[src/rtl/calc_pkg.sv]
// Shared constants for the calculator keypad: key indices, bus widths and a
// small helper used when picking one key out of several.
package calc_pkg;

    localparam int KEY_W      = 6;
    localparam int KEY_CODE_W = 3;
    localparam int CNT_W      = 24;

    localparam int KEY_NUM0  = 0;
    localparam int KEY_NUM1  = 1;
    localparam int KEY_PLUS  = 2;
    localparam int KEY_MINUS = 3;
    localparam int KEY_EQUAL = 4;
    localparam int KEY_CLEAR = 5;

    // Scanning from the top down leaves the lowest set index as the result.
    function automatic logic [KEY_CODE_W-1:0] lowest_index(input logic [KEY_W-1:0] v);
        lowest_index = '0;
        for (int i = KEY_W - 1; i >= 0; i--) begin
            if (v[i]) begin
                lowest_index = KEY_CODE_W'(i);
            end
        end
    endfunction

endpackage

[src/rtl/key_debounce_cell.sv]
// One key: two-flop synchronizer, stability counter and debounced level.
// rise flags the edge on which the level is about to go from 0 to 1.
module key_debounce_cell
    import calc_pkg::*;
#(
    parameter int DEBOUNCE_CYCLES = 2000000
) (
    input  logic clk,
    input  logic reset,
    input  logic key_raw,
    output logic level,
    output logic rise
);

    localparam logic [CNT_W-1:0] CNT_LAST = CNT_W'(DEBOUNCE_CYCLES - 1);

    logic             sync1;
    logic             sync2;
    logic [CNT_W-1:0] count;
    logic             differ;
    logic             accept;

    assign differ = (sync2 != level);
    assign accept = differ && (count == CNT_LAST);

    // Left unregistered so the parent can capture the press on the same edge
    // that level changes; it depends only on flops, never on key_raw directly.
    assign rise = accept && sync2;

    always_ff @(posedge clk or posedge reset) begin
        if (reset) begin
            sync1 <= 1'b0;
            sync2 <= 1'b0;
            count <= '0;
            level <= 1'b0;
        end else begin
            sync1 <= key_raw;
            sync2 <= sync1;
            if (!differ) begin
                count <= '0;
            end else if (accept) begin
                count <= '0;
                level <= sync2;
            end else begin
                count <= count + 1'b1;
            end
        end
    end

endmodule

[src/rtl/key_conditioner.sv]
// Debounces the six calculator buttons and turns presses into single-cycle
// key events, ignoring a press while another key is already held down.
module key_conditioner
    import calc_pkg::*;
#(
    parameter int DEBOUNCE_CYCLES = 2000000
) (
    input  logic                  clk,
    input  logic                  reset,
    input  logic [KEY_W-1:0]      keys_raw,
    output logic [KEY_W-1:0]      key_level,
    output logic [KEY_W-1:0]      key_pulse,
    output logic                  key_valid,
    output logic [KEY_CODE_W-1:0] key_code,
    output logic                  key_multi
);

    logic [KEY_W-1:0] level_now;
    logic [KEY_W-1:0] rise;
    logic [KEY_W-1:0] eligible;
    logic [KEY_W-1:0] chosen;
    logic             several;

    for (genvar g = 0; g < KEY_W; g++) begin : g_cell
        key_debounce_cell #(
            .DEBOUNCE_CYCLES(DEBOUNCE_CYCLES)
        ) u_cell (
            .clk    (clk),
            .reset  (reset),
            .key_raw(keys_raw[g]),
            .level  (level_now[g]),
            .rise   (rise[g])
        );
    end

    // level_now is already a flop inside each cell, so this stays registered.
    assign key_level = level_now;

    // A press only counts if no other key was down before this edge.
    always_comb begin
        logic [KEY_W-1:0] others;
        eligible = '0;
        others   = '0;
        for (int i = 0; i < KEY_W; i++) begin
            others      = level_now;
            others[i]   = 1'b0;
            eligible[i] = rise[i] && (others == '0);
        end
    end

    assign chosen  = eligible & (~eligible + 1'b1);
    assign several = |(eligible & (eligible - 1'b1));

    always_ff @(posedge clk or posedge reset) begin
        if (reset) begin
            key_pulse <= '0;
            key_valid <= 1'b0;
            key_multi <= 1'b0;
            key_code  <= '0;
        end else begin
            key_pulse <= chosen;
            key_valid <= |eligible;
            key_multi <= several;
            if (|eligible) begin
                key_code <= lowest_index(eligible);
            end
        end
    end

endmodule

[config.mk]
export PLATFORM = sky130hd
export DESIGN_NAME = key_conditioner
export DESIGN_NICKNAME = d
export VERILOG_FILES = /design/src/rtl/calc_pkg.sv /design/src/rtl/key_debounce_cell.sv /design/src/rtl/key_conditioner.sv
export SDC_FILE = /design/constraint.sdc
export NUM_CORES = 1
export LEC_CHECK = 0
export CAP_MARGIN = 0
export CORE_AREA = 2 2 138 140
export CTS_CLUSTER_DIAMETER = 200
export CTS_CLUSTER_SIZE = 12
export DETAILED_ROUTE_END_ITERATION = 10
export DIE_AREA = 0 0 140 142
export PLACE_DENSITY = 0.69
export SYNTH_ARGS = -nofsm -noshare
export SYNTH_HDL_FRONTEND = slang
export SYNTH_SLANG_ARGS = --single-unit
[constraint.sdc]
create_clock -name clk -period 13.4 [get_ports clk]
set_input_delay 2.68 -clock clk [delete_from_list [all_inputs] [get_ports clk]]
set_output_delay 2.68 -clock clk [all_outputs]
set_load 0.01 [all_outputs]
Word level (Yosys, flattened, before mapping) --
Cells that the tools add are included.
Cells by class: bitwise logic cells 3, reduce and logical (&&, ||, !) cells 32, mux-type cells 18, add/subtract/negate cells 8, eq/ne operators 12
Operators by type and width (count):
- two-way mux 24 bit | 12
- adder 24 x 1 -> 24 bit, second input constant | 6
- == test 24 x 21 -> 1 bit, second input constant | 6
- logical NOT 5 bit | 6
- logical AND 1 bit | 18
- two-way mux 3 bit | 6
- bitwise AND 6 bit | 2
- AND reduction 2 bit | 6
- OR reduction 6 bit | 2
- adder 6 x 1 -> 6 bit, second input constant | 1
- != test 1 bit | 6
- NOT 6 bit | 1
- subtractor 6 x 1 -> 6 bit, second input constant | 1
Word-level totals: logic and storage cells 101, output and inout port bits 17, bits of input ports 8, bits in registers 173

Depth between registers and ports, before layout --
Gate-level depths: netlist of the first run.
word-level depth 10, mapped depth 8, mapped depth without buffers 7

Cells and area by module --
A second synthesis of the first run with hierarchy kept.
Unflattened totals: cell total of the unflattened synthesis 869, area, all modules 8526.9 µm²
By module, submodules not included:
- key_debounce_cell | cells an instance 136, area each 1335.0 µm², times used 6
- key_conditioner | cells an instance 53, area each 516.7 µm², times used 1

Worst setup path before layout of the first run --
No wires, ideal clock.
path type flip-flop to output port, start register g_cell[1].u_cell.level, end output key_level[1], slack 10169 ps, cell stages (with the launch flop) 2, arrival time 551 ps, required time 10720 ps, cell sequence dfrtp_1 -> buf_4
RTL lines:
- start, declared | RTL line key_debounce_cell.sv:11 | output logic level,
- start signal, assigned | RTL line key_debounce_cell.sv:43 | level <= sync2;
- end, declared | RTL line key_conditioner.sv:11 | output logic [KEY_W-1:0] key_level,
No word-level cell between the ends.

==> metrics.txt, run 1 <==
# TYPE chip_impl_metric gauge
chip_impl_metric{name="synth_simple_gate_area_share",unit="%"} 27.3
chip_impl_metric{name="groute.usage.overall",unit="%"} 16.8
chip_impl_metric{name="first_global_vias",unit=""} 5729
chip_impl_metric{name="grt_pass1_wl",unit="mm"} 27.1
chip_impl_metric{name="clkSinkCount",unit=""} 173
chip_impl_metric{name="internal",unit="mW"} 0.854
chip_impl_metric{name="netlist-cell-type-count",unit=""} 37
chip_impl_metric{name="antenna_violations_before_repair",unit=""} 0
chip_impl_metric{name="routedWlPerCell",unit="um"} 14.1
chip_impl_metric{name="cts_repair_resize_count",unit=""} 0
chip_impl_metric{name="yosys.area_share.adder",unit="%"} 0.923
chip_impl_info{name="yosys.area.top_type",value="dfrtp_1"} 1
chip_impl_info{name="critPathSlowestCell",value="buf_4"} 1
chip_impl_info{name="synthFlopType",value="dfrtp_1"} 1
chip_impl_metric{name="top_achievable_clock_speed",unit="MHz"} 236
chip_impl_metric{name="placedInstanceArea",unit="um^2"} 8550
chip_impl_metric{name="synth.top_cell.area_share",unit="%"} 53.2
chip_impl_metric{name="mappedNetlistArea",unit="um^2"} 8140
chip_impl_metric{name="clockPowerShare",unit="%"} 47.8
chip_impl_metric{name="mappedNetlistNets",unit=""} 833
chip_impl_metric{name="final.period_utilization",unit="%"} 31.7
chip_impl_metric{name="muxShareOfSynthArea",unit="%"} 0.831
chip_impl_metric{name="clkTransAtPathRegs",unit="ns"} 0.06
chip_impl_metric{name="top_level_ports",unit=""} 25
chip_impl_metric{name="gr-total-overflow",unit=""} 0
chip_impl_info{name="holdPathEnd",value="g_cell[2].u_cell.sync2$_DFF_PP0_"} 1
chip_impl_info{name="worst_r2r_startpoint",value="g_cell[0].u_cell.count[16]$_DFF_PP0_"} 1
chip_impl_metric{name="num_cts_buffers",unit=""} 17
chip_impl_metric{name="post_route_cell_area",unit="um^2"} 9180
chip_impl_info{name="synth.top_cells.by_area",value="dfrtp_1, xor2_1, nor2_1"} 1
chip_impl_metric{name="r2r_slack",unit="ns"} 10.89
chip_impl_metric{name="count_of_tritonroute_iterations_in_the_first_routing_pass",unit=""} 8
chip_impl_metric{name="core_area",unit="um^2"} 18500
chip_impl_metric{name="power_density",unit="nW/um^2"} 118
chip_impl_metric{name="syn-mean-instance-area",unit="um^2"} 9.93
chip_impl_info{name="run_status",value="complete, but fails checks"} 1
chip_impl_metric{name="globalplace.congestion",unit=""} 0.762
chip_impl_metric{name="r2r.worst_path.cells",unit=""} 6
chip_impl_metric{name="async_set_or_reset_flop_fraction_in_the_synthesized_netlist",unit="%"} 100
chip_impl_metric{name="antenna-diode-count",unit=""} 0
chip_impl_metric{name="final_max_slew_viol_count",unit=""} 0
chip_impl_metric{name="die_width",unit="um"} 140
chip_impl_metric{name="netSwitchingPower",unit="mW"} 0.228
chip_impl_info{name="tritoncts",value="yes"} 1
chip_impl_info{name="reg2reg_to",value="key_code[0]$_DFFE_PP0P_"} 1
chip_impl_info{name="rsz0062_at_grt",value="no"} 1
chip_impl_info{name="endpoint_kind",value="async pin"} 1
chip_impl_metric{name="cellLeakagePower",unit="nW"} 3.92
chip_impl_metric{name="vdd_drop_max",unit="mV"} 0.0947
chip_impl_metric{name="synth-edff-count",unit=""} 0
chip_impl_metric{name="synth_xor_xnor_area_share",unit="%"} 14.5
chip_impl_metric{name="hold_viol",unit=""} 0
chip_impl_info{name="crit_chain",value="clkdlybuf4s50_1, inv_6, buf_4"} 1
chip_impl_metric{name="post_route_cells_drive_above_1_share",unit="%"} 5.90
chip_impl_metric{name="port-buffer-count",unit=""} 24
chip_impl_metric{name="route.final.wire_length",unit="mm"} 15.2
chip_impl_metric{name="die_area",unit="um^2"} 19900
chip_impl_metric{name="synth.yosys.seq_area_share",unit="%"} 53.2
chip_impl_info{name="synth.cells.most_frequent",value="nor2_1, dfrtp_1, xor2_1"} 1
chip_impl_metric{name="finalClockSkew",unit="ns"} 0.0118
chip_impl_metric{name="postSynthRegisterBits",unit=""} 173
chip_impl_info{name="worst_hold_path_type",value="reg -> reg"} 1
chip_impl_metric{name="dp_hpwl",unit="mm"} 10.1
chip_impl_metric{name="post_route_ant_nets",unit=""} 0
chip_impl_metric{name="switching_part_of_the_total",unit="%"} 21.1
chip_impl_metric{name="average_via_count_per_standard_cell",unit=""} 5.20
chip_impl_metric{name="place_inst",unit=""} 1051
chip_impl_metric{name="slew_headroom",unit="%"} 32.7
chip_impl_metric{name="min_path_cells",unit=""} 0
chip_impl_metric{name="synth_cells",unit=""} 819
chip_impl_metric{name="yosysWarnings",unit=""} 0
chip_impl_info{name="start_kind",value="input port"} 1
chip_impl_info{name="dominant_cell_by_count_in_the_synthesized_netlist",value="nor2_1"} 1
chip_impl_metric{name="clock_path_buffers",unit=""} 2
chip_impl_metric{name="rows",unit=""} 50
chip_impl_metric{name="final_nets",unit=""} 850
chip_impl_metric{name="initial_core_util",unit="%"} 44.1
chip_impl_metric{name="cp.required",unit="ns"} 13.87
chip_impl_info{name="timing.hold.worst.start",value="g_cell[2].u_cell.sync1$_DFF_PP0_"} 1
chip_impl_metric{name="post_cts_buffers",unit=""} 0
chip_impl_metric{name="stdcell_count",unit=""} 1082
chip_impl_metric{name="comb_power_share",unit="%"} 2.8
chip_impl_metric{name="cp_slowest_stage_delay",unit="ns"} 0.75
chip_impl_metric{name="drcViolationCount",unit=""} 3
chip_impl_metric{name="worst_slew_pin_slew",unit="ns"} 1.01
chip_impl_info{name="clockRootBuffer",value="clkbuf_16"} 1
chip_impl_info{name="timing.critical_path.max_delay_family",value="buffers and inverters"} 1
chip_impl_metric{name="htree_depth",unit=""} 4
chip_impl_metric{name="clock_latency",unit="ns"} 0.43
chip_impl_metric{name="signed_area_change_from_the_synthesized_netlist_to_the_final_layout",unit="%"} 12.8
chip_impl_metric{name="cp_num_buf_inv",unit=""} 3
chip_impl_info{name="timing_worst_setup_path_type",value="in -> async"} 1
chip_impl_metric{name="maxCapViolCount",unit=""} 0
chip_impl_metric{name="power_frac_seq",unit="%"} 49.4
chip_impl_info{name="failed_checks",value="DRC"} 1
chip_impl_metric{name="grt_start_max_net_pins",unit=""} 116
chip_impl_metric{name="number_of_design_rule_violations_left_by_the_first_detailed_router_iteration",unit=""} 363
chip_impl_metric{name="die_h",unit="um"} 142
chip_impl_metric{name="worst-path-max-fanout",unit=""} 115
chip_impl_info{name="combinational_family_with_the_most_area_after_synthesis",value="simple AND/OR/NAND/NOR gates"} 1
chip_impl_metric{name="total_number_of_vias",unit=""} 5630
chip_impl_metric{name="setup_tns",unit="ns"} 0
chip_impl_metric{name="post-route-util",unit="%"} 49.7
chip_impl_metric{name="finalSetupViolCount",unit=""} 0
chip_impl_metric{name="crit_arrival",unit="ns"} 4.72
chip_impl_metric{name="fin_crit",unit="ns"} 4.24
chip_impl_metric{name="ctsHoldBuffers",unit=""} 0
chip_impl_metric{name="fraction_of_the_mapped_netlist_area_in_compound_gates",unit="%"} 0.984
placed cells by master, fill, tap and decap left out, types with 17 or more instances in the layout:
cell / instances
nand3_1: 65
nor3_1: 20
nand4_1: 25
clkbuf_16: 17
nand2_1: 52
dfrtp_1: 173
clkdlybuf4s50_1: 24
xnor2_1: 55
nor2_1: 182
xor2_1: 80
and3_1: 20
worst max-delay path by stage:
stage / from / endpoint / slack (ns) / cells after the start
5_1_grt: reset / key_pulse[5]$_DFF_PP0_ / 8.88 / 3
6_report: reset / key_code[2]$_DFFE_PP0P_ / 9.16 / 3
3_5_place_dp: reset / key_pulse[4]$_DFF_PP0_ / 8.62 / 3
3_3_place_gp: reset / g_cell[4].u_cell.count[15]$_DFF_PP0_ / 8.62 / 3
2_1_floorplan: reset / g_cell[0].u_cell.count[0]$_DFF_PP0_ / 6.03 / 1
4_1_cts: reset / key_pulse[4]$_DFF_PP0_ / 9.06 / 3
per-stage QoR:
| stage | hold slack [ns] | total power [mW] | setup slack, ns |
|---|---|---|---|
| finish | 0.347 | 1.08 | 9.16 |
| global route | 0.359 | 1.12 | 8.88 |
| CTS | 0.351 | 1.10 | 9.06 |
| detailed placement | 0.336 | 0.576 | 8.62 |
| global placement | 0.331 | 0.575 | 8.62 |
| floorplan | 0.331 | 0.566 | 6.03 |
sequential cells by signal, indices dropped and copies added (netlist names):
register / flops
g_cell.u_cell.count: 144
key_valid: 1
g_cell.u_cell.sync2: 6
g_cell.u_cell.level: 6
key_pulse: 6
g_cell.u_cell.sync1: 6
key_multi: 1
key_code: 3
cell families (layout without fill, tap and decap cells):
kind of cell             after synthesis  count (layout)
adder cells (fa/ha/maj)                6               6
AND/OR/NAND/NOR                      444             444
flip-flops                           173             173
XOR/XNOR                             135             135
multiplexers                           6               6
AO/OA/AOI/OAI                         14              14
buffers and inverters                 41              70
layout make-up:
type / instances / area [um^2]
Clock buffer: 22 / 494
Clock inverter: 9 / 133
Fill cell: 1637 / 9280
Inverter: 14 / 57.6
Multi-Input combinational cell: 605 / 3630
Sequential cell: 173 / 4330
Tap cell: 234 / 293
Timing Repair Buffer: 25 / 248
per-layer routing:
metal  up-vias  wire (um)  track usage (%)
li1       2785          -                -
met1      2752       7330             22.1
met2        71       7010             27.2
met3        22        504             3.53
met4         0        368             6.96
met5         -          0                0
power groups by stage:
| stage | clock network (mW) | registers [mW] | logic (mW) |
|---|---|---|---|
| 2_1_floorplan | 0 | 0.542 | 0.0232 |
| 3_3_place_gp | 0 | 0.544 | 0.0308 |
| 3_5_place_dp | 0 | 0.544 | 0.0312 |
| 4_1_cts | 0.530 | 0.535 | 0.0314 |
| 5_1_grt | 0.550 | 0.536 | 0.0350 |
| 6_report | 0.517 | 0.535 | 0.0298 |
Note: power is estimated with default switching activity, not from simulation.
==> run 2: changes to the inputs <==
- clock period: 13.4 -> 4 ns (I/O delays scaled with it)
==> metrics.txt, run 2 (same netlist as run 1, synthesis figures left out) <==
# TYPE chip_impl_metric gauge
chip_impl_info{name="layout_common_cells",value="nor2_1, dfrtp_1, xor2_1"} 1
chip_impl_metric{name="rows",unit=""} 50
chip_impl_metric{name="die_area",unit="um^2"} 19900
chip_impl_metric{name="gr-total-overflow",unit=""} 0
chip_impl_metric{name="final.period_utilization",unit="%"} 60.0
chip_impl_metric{name="post_route_ant_nets",unit=""} 0
chip_impl_metric{name="route.final.wire_length",unit="mm"} 14.9
chip_impl_metric{name="globalplace.congestion",unit=""} 0.811
chip_impl_metric{name="grt_start_max_net_pins",unit=""} 74
chip_impl_metric{name="hold_viol",unit=""} 0
chip_impl_metric{name="ctsHoldBuffers",unit=""} 0
chip_impl_metric{name="cts_repair_resize_count",unit=""} 0
chip_impl_metric{name="initial_core_util",unit="%"} 44.1
chip_impl_metric{name="port-buffer-count",unit=""} 24
chip_impl_metric{name="cp.required",unit="ns"} 4.32
chip_impl_info{name="start_kind",value="register"} 1
chip_impl_metric{name="stdcell_count",unit=""} 1085
chip_impl_metric{name="count_of_tritonroute_iterations_in_the_first_routing_pass",unit=""} 7
chip_impl_info{name="failed_checks",value="DRC"} 1
chip_impl_metric{name="switching_part_of_the_total",unit="%"} 21.1
chip_impl_info{name="timing_worst_setup_path_type",value="reg -> reg"} 1
chip_impl_metric{name="place_inst",unit=""} 1054
chip_impl_metric{name="maxCapViolCount",unit=""} 0
chip_impl_metric{name="final_max_slew_viol_count",unit=""} 0
chip_impl_metric{name="post_cts_buffers",unit=""} 0
chip_impl_metric{name="fin_ws",unit="ns"} 1.60
chip_impl_metric{name="power_density",unit="nW/um^2"} 388
chip_impl_metric{name="r2r_slack",unit="ns"} 1.60
chip_impl_metric{name="netSwitchingPower",unit="mW"} 0.753
chip_impl_info{name="worst_hold_path_type",value="reg -> reg"} 1
chip_impl_info{name="rsz0062_at_grt",value="no"} 1
chip_impl_metric{name="dp_worst_setup_slack",unit="ns"} 1.61
chip_impl_info{name="holdPathEnd",value="g_cell[5].u_cell.sync2$_DFF_PP0_"} 1
chip_impl_metric{name="clkTransAtPathRegs",unit="ns"} 0.06
chip_impl_info{name="run_status",value="complete, but fails checks"} 1
chip_impl_info{name="layout_commonest_cell",value="nor2_1"} 1
chip_impl_metric{name="worst_slew_pin_slew",unit="ns"} 0.935
chip_impl_metric{name="slew_headroom",unit="%"} 37.1
chip_impl_metric{name="dp_hpwl",unit="mm"} 10.2
chip_impl_metric{name="cellLeakagePower",unit="nW"} 3.92
chip_impl_metric{name="clkSinkCount",unit=""} 173
chip_impl_info{name="timing.hold.worst.start",value="g_cell[5].u_cell.sync1$_DFF_PP0_"} 1
chip_impl_metric{name="total_number_of_vias",unit=""} 5644
chip_impl_metric{name="post_route_cells_drive_above_1_share",unit="%"} 5.99
chip_impl_metric{name="groute.usage.overall",unit="%"} 16.2
chip_impl_metric{name="average_via_count_per_standard_cell",unit=""} 5.20
chip_impl_info{name="endpoint_kind",value="register"} 1
chip_impl_metric{name="setup_tns",unit="ns"} 0
chip_impl_metric{name="comb_power_share",unit="%"} 2.9
chip_impl_metric{name="crit_arrival",unit="ns"} 2.71
chip_impl_metric{name="top_achievable_clock_speed",unit="MHz"} 417
chip_impl_metric{name="htree_depth",unit=""} 4
chip_impl_metric{name="r2r.worst_path.cells",unit=""} 6
chip_impl_metric{name="clockPowerShare",unit="%"} 46.8
chip_impl_metric{name="number_of_design_rule_violations_left_by_the_first_detailed_router_iteration",unit=""} 331
chip_impl_info{name="tritoncts",value="yes"} 1
chip_impl_info{name="reg2reg_to",value="key_code[0]$_DFFE_PP0P_"} 1
chip_impl_metric{name="antenna-diode-count",unit=""} 0
chip_impl_metric{name="final_nets",unit=""} 853
chip_impl_info{name="clockRootBuffer",value="clkbuf_16"} 1
chip_impl_metric{name="finalSetupViolCount",unit=""} 0
chip_impl_metric{name="clock_latency",unit="ns"} 0.43
chip_impl_metric{name="antenna_violations_before_repair",unit=""} 0
chip_impl_info{name="largest-register",value="g_cell.u_cell.count"} 1
chip_impl_metric{name="die_width",unit="um"} 140
chip_impl_metric{name="largest_register_ff_count",unit=""} 144
chip_impl_metric{name="min_path_cells",unit=""} 0
chip_impl_metric{name="die_h",unit="um"} 142
chip_impl_metric{name="routedWlPerCell",unit="um"} 13.8
chip_impl_metric{name="finalClockSkew",unit="ns"} 0.00911
chip_impl_metric{name="top_level_ports",unit=""} 25
chip_impl_info{name="worst_r2r_startpoint",value="g_cell[0].u_cell.count[8]$_DFF_PP0_"} 1
chip_impl_metric{name="worst-path-max-fanout",unit=""} 5
chip_impl_metric{name="drcViolationCount",unit=""} 2
chip_impl_metric{name="fin_crit",unit="ns"} 2.40
chip_impl_metric{name="clock_path_buffers",unit=""} 2
chip_impl_metric{name="num_cts_buffers",unit=""} 17
chip_impl_metric{name="power_frac_seq",unit="%"} 50.2
chip_impl_metric{name="signed_area_change_from_the_synthesized_netlist_to_the_final_layout",unit="%"} 13.1
chip_impl_metric{name="first_global_vias",unit=""} 5513
chip_impl_metric{name="core_area",unit="um^2"} 18500
chip_impl_metric{name="internal",unit="mW"} 2.81
chip_impl_metric{name="vdd_drop_max",unit="mV"} 0.281
chip_impl_metric{name="grt_pass1_wl",unit="mm"} 26.2
run 2: area by class of cell:
class                           count  area, um^2
Timing Repair Buffer               28         295
Multi-Input combinational cell    605        3630
Clock inverter                     10         140
Clock buffer                       21         460
Fill cell                        1660        9260
Tap cell                          234         293
Sequential cell                   173        4330
Inverter                           14        56.3
run 2: layer usage:
| metal | part of all wire [%] | routed length [um] | GRT usage (%) | up-vias |
|---|---|---|---|---|
| met2 | 47 | 6970 | 25.9 | 72 |
| li1 | - | - | - | 2800 |
| met4 | 1.1 | 165 | 4.52 | 0 |
| met1 | 48 | 7180 | 22.2 | 2757 |
| met5 | 0 | 0 | 0 | - |
| met3 | 4.1 | 614 | 4.34 | 15 |
run 2: how the worst max path moves through the flow:
| stage | startpoint | to |
|---|---|---|
| after floorplan | reset | g_cell[0].u_cell.count[0]$_DFF_PP0_ |
| after global placement | g_cell[0].u_cell.count[16]$_DFF_PP0_ | key_code[0]$_DFFE_PP0P_ |
| after detailed placement | g_cell[0].u_cell.count[8]$_DFF_PP0_ | key_code[0]$_DFFE_PP0P_ |
| after CTS | g_cell[0].u_cell.count[16]$_DFF_PP0_ | key_code[0]$_DFFE_PP0P_ |
| after global routing | g_cell[0].u_cell.count[16]$_DFF_PP0_ | key_code[0]$_DFFE_PP0P_ |
| final | g_cell[0].u_cell.count[8]$_DFF_PP0_ | key_code[0]$_DFFE_PP0P_ |
run 2: critical path, cell delays in order, from the launching register on:
cell     delay, ns
dfrtp_1       0.42
or4_1         0.54
or4_4         0.44
nor4_4        0.43
or2b_2        0.23
nor4b_1       0.06
a21o_1        0.16
run 2: power groups by stage:
| stage | Sequential, mW | Combinational (mW) | Clock, mW |
|---|---|---|---|
| floorplan | 1.82 | 0.0781 | 0 |
| global placement | 1.82 | 0.108 | 0 |
| detailed placement | 1.82 | 0.109 | 0 |
| CTS | 1.79 | 0.109 | 1.72 |
| global route | 1.79 | 0.123 | 1.79 |
| finish | 1.79 | 0.105 | 1.67 |
run 2: per-stage QoR:
| stage | hold WS (ns) | util [%] | cell area (um^2) | total power [mW] |
|---|---|---|---|---|
| 2_1_floorplan | 0.331 | - | 8140 | 1.90 |
| 3_3_place_gp | 0.334 | 46.6 | 8600 | 1.93 |
| 3_5_place_dp | 0.343 | 46.6 | 8600 | 1.93 |
| 4_1_cts | 0.358 | 49.9 | 9200 | 3.62 |
| 5_1_grt | 0.360 | 49.9 | 9200 | 3.71 |
| 6_report | 0.358 | 49.9 | 9200 | 3.57 |
